## src/rtl/receiver_pkg.sv

```systemverilog
// Shared serial frame constants for the transceiver: frame size and line levels.
// Imported by both the sender and the receiver so the two sides cannot disagree.
package receiver_pkg;

  localparam int   DATA_BITS = 8;
  localparam logic START_LVL = 1'b0;
  localparam logic STOP_LVL  = 1'b1;
  localparam logic IDLE_LVL  = 1'b1;

endpackage : receiver_pkg

```

## src/rtl/sync_2ff.sv

```systemverilog
// Two-flop synchronizer for asynchronous inputs; the reset value is chosen by the
// instantiating block so the output starts at the input's natural idle level.
module sync_2ff #(
  parameter int               WIDTH     = 1,
  parameter logic [WIDTH-1:0] RESET_VAL = '1
) (
  input  logic             clk,
  input  logic             rst_n,
  input  logic [WIDTH-1:0] d,
  output logic [WIDTH-1:0] q
);

  logic [WIDTH-1:0] meta;

  // NOTE: non-blocking assignments let meta and q shift together on one edge;
  // blocking ones here would collapse the chain into a single flop.
  always_ff @(posedge clk or negedge rst_n) begin
    if (!rst_n) begin
      meta <= RESET_VAL;
      q    <= RESET_VAL;
    end else begin
      meta <= d;
      q    <= meta;
    end
  end

endmodule : sync_2ff

```

## src/rtl/receiver.sv

```systemverilog
// Oversampling serial receiver: 1 start, 8 data (LSB first), 1 stop bit.
// Presents each good byte with a one-cycle rx_status pulse; bad stop bits pulse rx_err.
module receiver
  import receiver_pkg::*;
#(
  parameter int CLKS_PER_BIT = 16,
  parameter int CNT_W        = 10
) (
  input  logic       clk,
  input  logic       rst_n,
  input  logic       din,
  input  logic       rx_en,
  output logic [7:0] rx_data,
  output logic       rx_status,
  output logic       rx_err
);

  typedef enum logic [2:0] {
    S_IDLE,
    S_START,
    S_DATA,
    S_STOP,
    S_WAIT_IDLE
  } state_t;

  localparam int BIT_CNT_W = $clog2(DATA_BITS);

  localparam logic [CNT_W-1:0]     HALF_LAST = CNT_W'(CLKS_PER_BIT / 2 - 1);
  localparam logic [CNT_W-1:0]     FULL_LAST = CNT_W'(CLKS_PER_BIT - 1);
  localparam logic [BIT_CNT_W-1:0] BIT_LAST  = BIT_CNT_W'(DATA_BITS - 1);

  state_t                 state_q, state_d;
  logic [CNT_W-1:0]       cnt_q, cnt_d;
  logic [BIT_CNT_W-1:0]   bit_q, bit_d;
  logic [DATA_BITS-1:0]   shift_q, shift_d;
  logic [DATA_BITS-1:0]   data_d;
  logic                   status_d, err_d;
  logic                   din_s;
  logic                   half_hit, full_hit;

  sync_2ff #(
    .WIDTH     (1),
    .RESET_VAL (IDLE_LVL)
  ) u_sync_din (
    .clk   (clk),
    .rst_n (rst_n),
    .d     (din),
    .q     (din_s)
  );

  assign half_hit = (cnt_q == HALF_LAST);
  assign full_hit = (cnt_q == FULL_LAST);

  always_ff @(posedge clk or negedge rst_n) begin
    if (!rst_n) begin
      state_q   <= S_IDLE;
      cnt_q     <= '0;
      bit_q     <= '0;
      shift_q   <= '0;
      rx_data   <= '0;
      rx_status <= 1'b0;
      rx_err    <= 1'b0;
    end else begin
      state_q   <= state_d;
      cnt_q     <= cnt_d;
      bit_q     <= bit_d;
      shift_q   <= shift_d;
      rx_data   <= data_d;
      rx_status <= status_d;
      rx_err    <= err_d;
    end
  end

  // NOTE: every signal written below gets a default first, so no path through
  // the case statement can leave one unassigned and infer a latch.
  always_comb begin
    state_d  = state_q;
    cnt_d    = cnt_q;
    bit_d    = bit_q;
    shift_d  = shift_q;
    data_d   = rx_data;
    status_d = 1'b0;
    err_d    = 1'b0;

    if (!rx_en) begin
      // Receiver disabled: drop any partial frame without reporting it.
      state_d = S_IDLE;
      cnt_d   = '0;
      bit_d   = '0;
    end else begin
      unique case (state_q)
        S_IDLE: begin
          cnt_d = '0;
          bit_d = '0;
          if (din_s == START_LVL) state_d = S_START;
        end

        S_START: begin
          if (half_hit) begin
            cnt_d   = '0;
            bit_d   = '0;
            state_d = (din_s == START_LVL) ? S_DATA : S_IDLE;
          end else begin
            cnt_d = cnt_q + CNT_W'(1);
          end
        end

        S_DATA: begin
          if (full_hit) begin
            cnt_d   = '0;
            shift_d = {din_s, shift_q[DATA_BITS-1:1]};
            if (bit_q == BIT_LAST) state_d = S_STOP;
            else                   bit_d   = bit_q + BIT_CNT_W'(1);
          end else begin
            cnt_d = cnt_q + CNT_W'(1);
          end
        end

        S_STOP: begin
          if (full_hit) begin
            cnt_d = '0;
            if (din_s == STOP_LVL) begin
              data_d   = shift_q;
              status_d = 1'b1;
              state_d  = S_IDLE;
            end else begin
              err_d   = 1'b1;
              state_d = S_WAIT_IDLE;
            end
          end else begin
            cnt_d = cnt_q + CNT_W'(1);
          end
        end

        S_WAIT_IDLE: begin
          // A break or stuck-low line must go high before another start is accepted.
          cnt_d = '0;
          if (din_s == IDLE_LVL) state_d = S_IDLE;
        end

        default: begin
          state_d = S_IDLE;
          cnt_d   = '0;
          bit_d   = '0;
        end
      endcase
    end
  end

endmodule : receiver

```

## config.mk

```make
export PLATFORM = sky130hd
export DESIGN_NAME = receiver
export DESIGN_NICKNAME = d
export VERILOG_FILES = /design/src/rtl/receiver_pkg.sv /design/src/rtl/sync_2ff.sv /design/src/rtl/receiver.sv
export SDC_FILE = /design/constraint.sdc
export NUM_CORES = 1
export LEC_CHECK = 0
export BUFFER_PORTS_ARGS = -buffer_cell sky130_fd_sc_hd__buf_2
export CAP_MARGIN = 15
export CORE_ASPECT_RATIO = 1.25
export CORE_MARGIN = 3
export CORE_UTILIZATION = 25
export DETAILED_ROUTE_END_ITERATION = 10
export HOLD_SLACK_MARGIN = 0.05
export PLACE_DENSITY_LB_ADDON = 0.25
export SLEW_MARGIN = 40
export SYNTH_ARGS = -nofsm -noshare
export SYNTH_HDL_FRONTEND = slang
export SYNTH_SLANG_ARGS = --single-unit
```

## constraint.sdc

```tcl
create_clock -name clk -period 4.64 [get_ports clk]
set_input_delay 0.696 -clock clk [delete_from_list [all_inputs] [get_ports clk]]
set_output_delay 0.696 -clock clk [all_outputs]
set_load 0.05 [all_outputs]
```

Word level (Yosys, flattened, before mapping):

Cells that the tools add are included.

* output and inout bits: 10
* ROM bits: 0
* memories: 0
* bits of input ports: 4
* latch bits: 0
* word-level logic and storage cells: 60
* memory bits (writable): 0
* register bits after elaboration: 36

* equal/unequal tests: 15
* reductions and logical operators: 7
* shift-type cells: 0
* bitwise logic cells: 0
* $lt $le $gt $ge: 0
* $add $sub $neg: 2
* div/mod/pow operators: 0
* multiply operators: 0
* multiplexer cells: 27

Operators by type and width (number)
* 3-bit 2-to-1 mux: 12
* 10-bit 2-to-1 mux: 3
* 10-bit one-hot mux with 2 select lines: 1
* 3-bit != test (second input constant): 6
* 3-bit one-hot mux with 5 select lines: 1
* 10-bit by 1-bit adder with 10-bit output (second input constant): 1
* 10-bit by 3-bit equality test with 1-bit output (second input constant): 1
* 10-bit by 4-bit equality test with 1-bit output (second input constant): 1
* 3-bit one-hot mux with 3 select lines: 1
* 1-bit 2-to-1 mux: 8
* 4-bit AND reduction: 2
* 3-bit by 2-bit equality test with 1-bit output (second input constant): 2
* 3-bit equality test (second input constant): 2
* 6-bit AND reduction: 1
* 2-bit OR reduction: 2
* 3-bit by 1-bit adder with 3-bit output (second input constant): 1
* 3-bit by 1-bit equality test with 1-bit output (second input constant): 1
* 3-bit logical NOT: 1
* 3-bit by 2-bit != test with 1-bit output (second input constant): 1
* 3-bit AND reduction: 1
* 2-bit 2-to-1 mux: 1
* 2-bit != test (second input constant): 1

Logic depth before layout (Yosys ltp):

Gate-level depths: netlist of run 1.

* depth in word-level cells: 5
* mapped depth: 6
* gate-level depth less buffers: 6

By module:

From an unflattened synthesis of run 1, not the netlist that was laid out.

* cells, all modules: 137
* area, all modules: 1647.8 µm²

By module, submodules not included
* receiver: sequential area each 850.8 µm², cells an instance 135, area each 1595.3 µm², times used 1
* sync_2ff: sequential area each 52.6 µm², cells an instance 2, area each 52.6 µm², times used 1

Worst setup path after synthesis of run 1:

Ideal clock, no wire load.

* path type: reg2reg
* from: register cnt_q[7]
* to: register rx_data[0]
* library setup time: 0.125 ns
* cell stages (with the launch flop): 6
* period minus slack after synthesis: 1.943 ns
* arrival: 1.818 ns
* data required time: 4.515 ns
* buffers on the path: 1
* setup slack: 2.697 ns
* cell sequence: dfrtp_1 nor4_4 nand4_1 or3_1 buf_4 mux2_4

* longest elaborated chain between the ends: 2

RTL lines
* start, declared: line receiver.sv:33 `logic [CNT_W-1:0] cnt_q, cnt_d;`
* start signal, assigned: line receiver.sv:65 `cnt_q <= cnt_d;`
* 10-bit by 4-bit equality test with 1-bit output: line receiver.sv:52 `assign full_hit = (cnt_q == FULL_LAST);`
* 4-bit AND reduction (no line)
* end signal, assigned: line receiver.sv:68 `rx_data <= data_d;`
* end, declared: line receiver.sv:13 `output logic [7:0] rx_data,`

No other way between the ends.
A chain may end at the register's enable or synchronous reset.

Final worst setup path of run 1:

* from: register cnt_q[6]
* to: register rx_data[6]

The elaborated chain is that of the path after synthesis.

==> flow_summary_export.csv, run 1 <==
group,metric,value,unit
status,status,"complete, no violations",
clock_tree,cts_hold_buf,0,
power,p_clk_share,43.0,%
setup_path,start_kind,"flop",
synthesis,synth_top_area_cell,"dfrtp_1",
routing,route.detailed.drc,0,
routing,vias,1113,
power,peakVddDrop,0.0001382,V
synthesis,syn_area_per_cell,11.98,sq um
setup_path,worstPathMaxFanout,8,
global_routing,antenna_found_initial,0,
synthesis,yosys.cell_types.count,39,
sta,final.setup.tns,0,ps
synthesis,synthTopCellsByArea,"dfrtp_1 (51%), mux2_4 (7.2%), mux2_2 (6.0%)",
clock_tree,cts_tree,"yes",
routing,drt.antenna.violating_nets,0,
routing,routed_wl,3259,microns
die,pin_count,14,
power,leakage,0.8978,nW
die,core.rowCount,32,
job,maxCapViolations,0,
routing,drt-pass1-iter-count,4,
clock_tree,cts.clk_slew.worst_paths,70,ps
setup_path,r2r_end,"rx_data[6]",
power,power_density,321.9,nW/um^2
synthesis,syn-num-nets,147,
finish,final-seq-area,903.4,sq um
global_routing,grtUsageTotal,9.087,%
clock_tree,clock_latency,280,ps
sta,drv_slew,0,
clock_tree,cts_buffers,5,
finish,layout.nets,161,
global_routing,grt_pass1_vias,1134,
sta,timing.final.crit_share,48.72,%
setup_path,path_class,"reg -> reg",
die,fp.coreArea,6326,sq um
synthesis,syn_area,1678,sq um
sta,max_freq,0.4424,GHz
placed_design,placedCellCount,232,
clock_tree,cts_setup_buffers,0,
clock_tree,cts_resized,0,
sta,finalWorstSetupSlack,2379,ps
sta,fin_crit,2261,ps
setup_path,end_kind,"flop",
finish,layout_common_cells,"dfrtp_1 (34), nor2_1 (18), buf_2 (12), mux2_2 (9), mux2_4 (8)",
die,start_util,26.52,%
global_routing,grt_pass1_wl,5513,microns
power,switchingPower,135.1,uW
setup_path,cp.required,4810,ps
power,seq_power_share,52.4,%
placed_design,port_buffers,13,
power,power,622.2,uW
setup_path,cp-startpoint,"cnt_q[6]",
global_routing,grt_max_degree,37,
synthesis,netlist.area_leader.share,50.71,%
sta,slew_headroom,50.26,%
sta,setup_viol,0,
finish,fillers,675,
routing,viasPerCell,4.638,
synthesis,synth_warnings,0,
clock_tree,clockBufferDepth,2,
sta,fin_worst_skew,5.538,ps
finish,multi_input_area,737.0,sq um
placed_design,dp_hpwl,2318,microns
die,die_w,79.28,microns
power,combPwrFrac,4.6,%
finish,layout_commonest_cell,"dfrtp_1",
hold_path,hold_path_class,"in -> async",
power,p_sw_share,21.71,%
clock_tree,cts_num_sinks,36,
setup_path,r2r_slack,2380,ps
finish,diodes,0,
power,intPower,487.1,uW
global_routing,grt_overflow_total,0,
die,die_area,7737,sq um
finish,final_layout_size_suffix_gt1_share,26.45,%
finish,fin_cells,240,
setup_path,r2r_cells,4,
sta,tightest_slew,744.3,ps
setup_path,timing.rr.start,"cnt_q[6]",
synthesis,yosysSeqAreaShare,53.84,%
finish,postLayoutCoreUtil,30.56,%
finish,area_delta_synth_final,15.21,%
setup_path,arrival,2430,ps
sta,hold_viol,0,
routing,wl_per_cell,13.58,microns
routing,dr.first_iter.drc_count,52,
clock_tree,cts_max_level,2,
clock_tree,root_buffer,"clkbuf_8",
placed_design,gp_congestion,0.9136,
die,die-height,97.60,microns
synthesis,synth-seq-cells,36,
synthesis,synthCells,140,
sta,rsz0062_at_grt,"no",
placed_design,dp_slack,2384,ps
cell usage after synthesis:
library cell	number
a2111oi_0	1
a2111oi_1	1
a211oi_1	1
a22o_1	2
a31oi_1	2
and2_1	1
and3_1	2
and4_1	2
buf_4	1
clkbuf_1	5
dfrtp_1	34
dfstp_2	2
ha_1	3
inv_1	3
mux2_2	9
mux2_4	8
mux2i_1	1
nand2_1	6
nand2b_1	1
nand3_1	6
nand3b_1	1
nand4_1	4
nor2_1	18
nor2b_1	1
nor3_1	2
nor3b_1	1
nor4_4	1
nor4b_1	2
nor4bb_1	1
o211ai_1	1
o21ai_0	2
o221ai_1	1
o22ai_1	1
o2bb2ai_1	1
o31a_1	1
or3_1	1
or3b_2	1
xnor2_1	4
xor2_1	5
sequential cells by signal, indices dropped and copies added, names as in the netlist:
signal and flops:
cnt_q 10, rx_data 8, shift_q 8, bit_q 3, state_q 3, rx_err 1
rx_status 1, u_sync_din.meta 1, u_sync_din.q 1
critical path, stage by stage, from the launching register on:
cell	delay, ps
dfrtp_1	450
nor4_4	450
nand4_1	220
or3_1	640
mux2_4	380
final cells by class:
| class | count | area share [%] |
|---|---|---|
| clock buffer | 6 | 3.754 |
| inverter | 3 | 0.5825 |
| timing repair buffer | 13 | 3.495 |
| sequential | 36 | 46.73 |
| tap | 85 | 5.502 |
| clock inverter | 2 | 1.812 |
| multi-input combinational | 95 | 38.12 |
per-layer routing:
metal	global-route usage [%]	vias up	routed length (microns)
li1	-	529	-
met1	11.03	558	1461
met2	14.53	20	1631
met3	3.061	6	110
met4	3.836	0	55
met5	0	-	0
cells by family (layout without fill, tap and decap cells):
logic type | Yosys count | count (layout) | synth area share (%)
buffers and inverters | 9 | 24 | 2.237
xor gates and xnor gates | 9 | 9 | 4.698
DFF | 36 | 36 | 53.84
AOI/OAI and AO/OA | 14 | 14 | 6.340
muxes | 18 | 18 | 13.80
and+or+nand+nor | 51 | 51 | 16.85
adders and majority gates | 3 | 3 | 2.237
per-stage QoR:
| step | hold WS (ps) | area [sq um] |
|---|---|---|
| 2_1_floorplan | 345.2 | 1678 |
| 3_3_place_gp | 346.5 | 1823 |
| 3_5_place_dp | 346.8 | 1823 |
| 4_1_cts | 357.9 | 1931 |
| 5_1_grt | 363.3 | 1933 |
| 6_report | 355.4 | 1933 |
power by group through the flow:
stage / Sequential, mW / Clock, mW / Combinational (mW)
after floorplan: 0.327 / 0 / 0.0200
after global placement: 0.331 / 0 / 0.0275
after detailed placement: 0.331 / 0 / 0.0291
after CTS: 0.325 / 0.279 / 0.0295
after global routing: 0.327 / 0.296 / 0.0331
final: 0.326 / 0.268 / 0.0287
worst max-delay path by stage:
stage,depth (start not counted),to
final,4,rx_data[6]
after global routing,4,rx_data[1]
after CTS,4,rx_data[1]
after detailed placement,4,rx_data[6]
after global placement,4,rx_data[6]
after floorplan,5,rx_data[0]
(Power assumes the default switching activity.)
==> run 2: changes to the inputs <==
- clock period: 4.64 -> 1.82 ns (I/O delays scaled with it)
==> flow_summary_export.csv, run 2 (synthesis gave the netlist of run 1 again) <==
group,metric,value,unit
clock_tree,clock_latency,290,ps
job,maxCapViolations,0,
hold_path,hold_path_class,"in -> reg",
sta,max_freq,0.5696,GHz
sta,setup_viol,0,
sta,tightest_slew,450.8,ps
sta,fin_crit,1756,ps
sta,drv_slew,0,
setup_path,crit_chain,"nor4_4 > nand4_1 > or3_1 > buf_6 > mux2_4",
clock_tree,clockBufferDepth,2,
setup_path,critPathBufInv,1,
power,leakage,1.024,nW
clock_tree,cts_tree,"yes",
sta,rsz0062_at_grt,"yes",
finish,layout_commonest_cell,"dfrtp_1",
setup_path,slowest_delay,420,ps
clock_tree,cts_num_sinks,36,
die,start_util,26.52,%
setup_path,r2r_slack,60,ps
placed_design,dp_slack,36.53,ps
routing,vias,1208,
placed_design,port_buffers,13,
die,die_area,7737,sq um
setup_path,worstPathMaxFanout,8,
routing,routed_wl,3322,microns
die,core.rowCount,32,
sta,timing.final.crit_share,96.46,%
routing,drt-pass1-iter-count,4,
routing,route.detailed.drc,0,
status,status,"complete, no violations",
global_routing,antenna_found_initial,0,
routing,dr.first_iter.drc_count,78,
setup_path,cp-startpoint,"cnt_q[6]",
sta,fin_worst_skew,8.364,ps
setup_path,crit_family,"simple AND/OR/NAND/NOR gates",
sta,slew_headroom,69.95,%
die,die-height,97.60,microns
finish,layout_common_cells,"dfrtp_1 (34), buf_4 (22), nor2_1 (18), buf_2 (12), mux2_2 (9)",
routing,viasPerCell,4.576,
power,power_density,749.4,nW/um^2
finish,regMostFlops,"cnt_q",
sta,finalWorstSetupSlack,64.39,ps
clock_tree,root_buffer,"clkbuf_8",
power,peakVddDrop,0.0003386,V
clock_tree,cts_max_level,2,
setup_path,end_kind,"flop",
clock_tree,cts_buffers,5,
routing,drt.antenna.violating_nets,0,
sta,hold_slack,83.33,ps
clock_tree,cts.clk_slew.worst_paths,70,ps
finish,final-seq-area,903.4,sq um
global_routing,grt_pass1_wl,5575,microns
hold_path,hold_start,"din",
placed_design,gp_congestion,0.8355,
setup_path,arrival,1920,ps
global_routing,grt_pass1_vias,1187,
global_routing,grtUsageTotal,9.117,%
setup_path,cp.required,1990,ps
global_routing,grt_overflow_total,0,
finish,area_delta_synth_final,28.93,%
finish,largest_reg_flops,10,
die,fp.coreArea,6326,sq um
finish,diodes,0,
setup_path,timing.rr.start,"cnt_q[6]",
setup_path,path_class,"reg -> reg",
die,die_w,79.28,microns
finish,postLayoutCoreUtil,34.20,%
finish,top_regs,"cnt_q: 10 flops, rx_data: 8 flops, shift_q: 8 flops",
sta,hold_viol,0,
finish,final_layout_size_suffix_gt1_share,39.11,%
sta,final.setup.tns,0,ps
finish,multi_input_area,764.5,sq um
finish,fillers,653,
routing,wl_per_cell,12.58,microns
global_routing,grt_max_degree,37,
finish,layout.nets,185,
die,pin_count,14,
setup_path,cpMaxStageDelayCell,"dfrtp_1",
placed_design,dp_hpwl,2457,microns
setup_path,start_kind,"flop",
run 2: cell type report:
class / instances / area share [%]
sequential: 36 / 41.76
multi-input combinational: 95 / 35.34
timing repair buffer: 37 / 12.32
tap: 85 / 4.916
clock buffer: 5 / 3.181
clock inverter: 3 / 1.966
inverter: 3 / 0.5205
run 2: power by group:
group	leakage (nW)	internal [mW]	switching (mW)	total (mW)
Combinational	0.476	0.0418	0.0633	0.105
Clock	0.0541	0.405	0.289	0.695
Sequential	0.494	0.811	0.0108	0.821
run 2: path summary, 6_finish.rpt:
path,to,cells after the start
worst min-delay path,u_sync_din.meta,1
min in group asynchronous,bit_q[1],2
worst max-delay path,rx_data[0],5
worst min register to register,u_sync_din.q,0
worst max register to register,rx_data[0],5
max in group asynchronous,u_sync_din.meta,2
run 2: through the flow:
stage / instances / total power, mW / instance area (sq um)
2_1_floorplan: 140 / 0.8843 / 1682
3_3_place_gp: 253 / 0.9339 / 1993
3_5_place_dp: 253 / 0.9347 / 1993
4_1_cts: 261 / 1.638 / 2105
5_1_grt: 264 / 1.694 / 2163
6_report: 264 / 1.621 / 2163
run 2: metal layers:
metal  vias up  wire [microns]  GRT usage [%]
met5         -               0              0
met4         0              47          3.571
met3         7             141          2.597
met2        27            1654          14.53
met1       595            1479          11.52
li1        579               -              -
run 2: repair_timing:
item | 4_1_cts | 5_1_grt
setup endpoints to repair | 0 | 12
hold buffers | 0 | 1
setup buffers | 0 | 2
gates resized for setup | 0 | 7
endpoints found under the hold margin | 0 | 34
run 2: worst reg2reg max path, cell delays in order, from the launching register on:
cell and delay (ps):
dfrtp_1 420, nor4_4 280, nand4_1 140, or3_1 340, buf_6 160, mux2_4 300
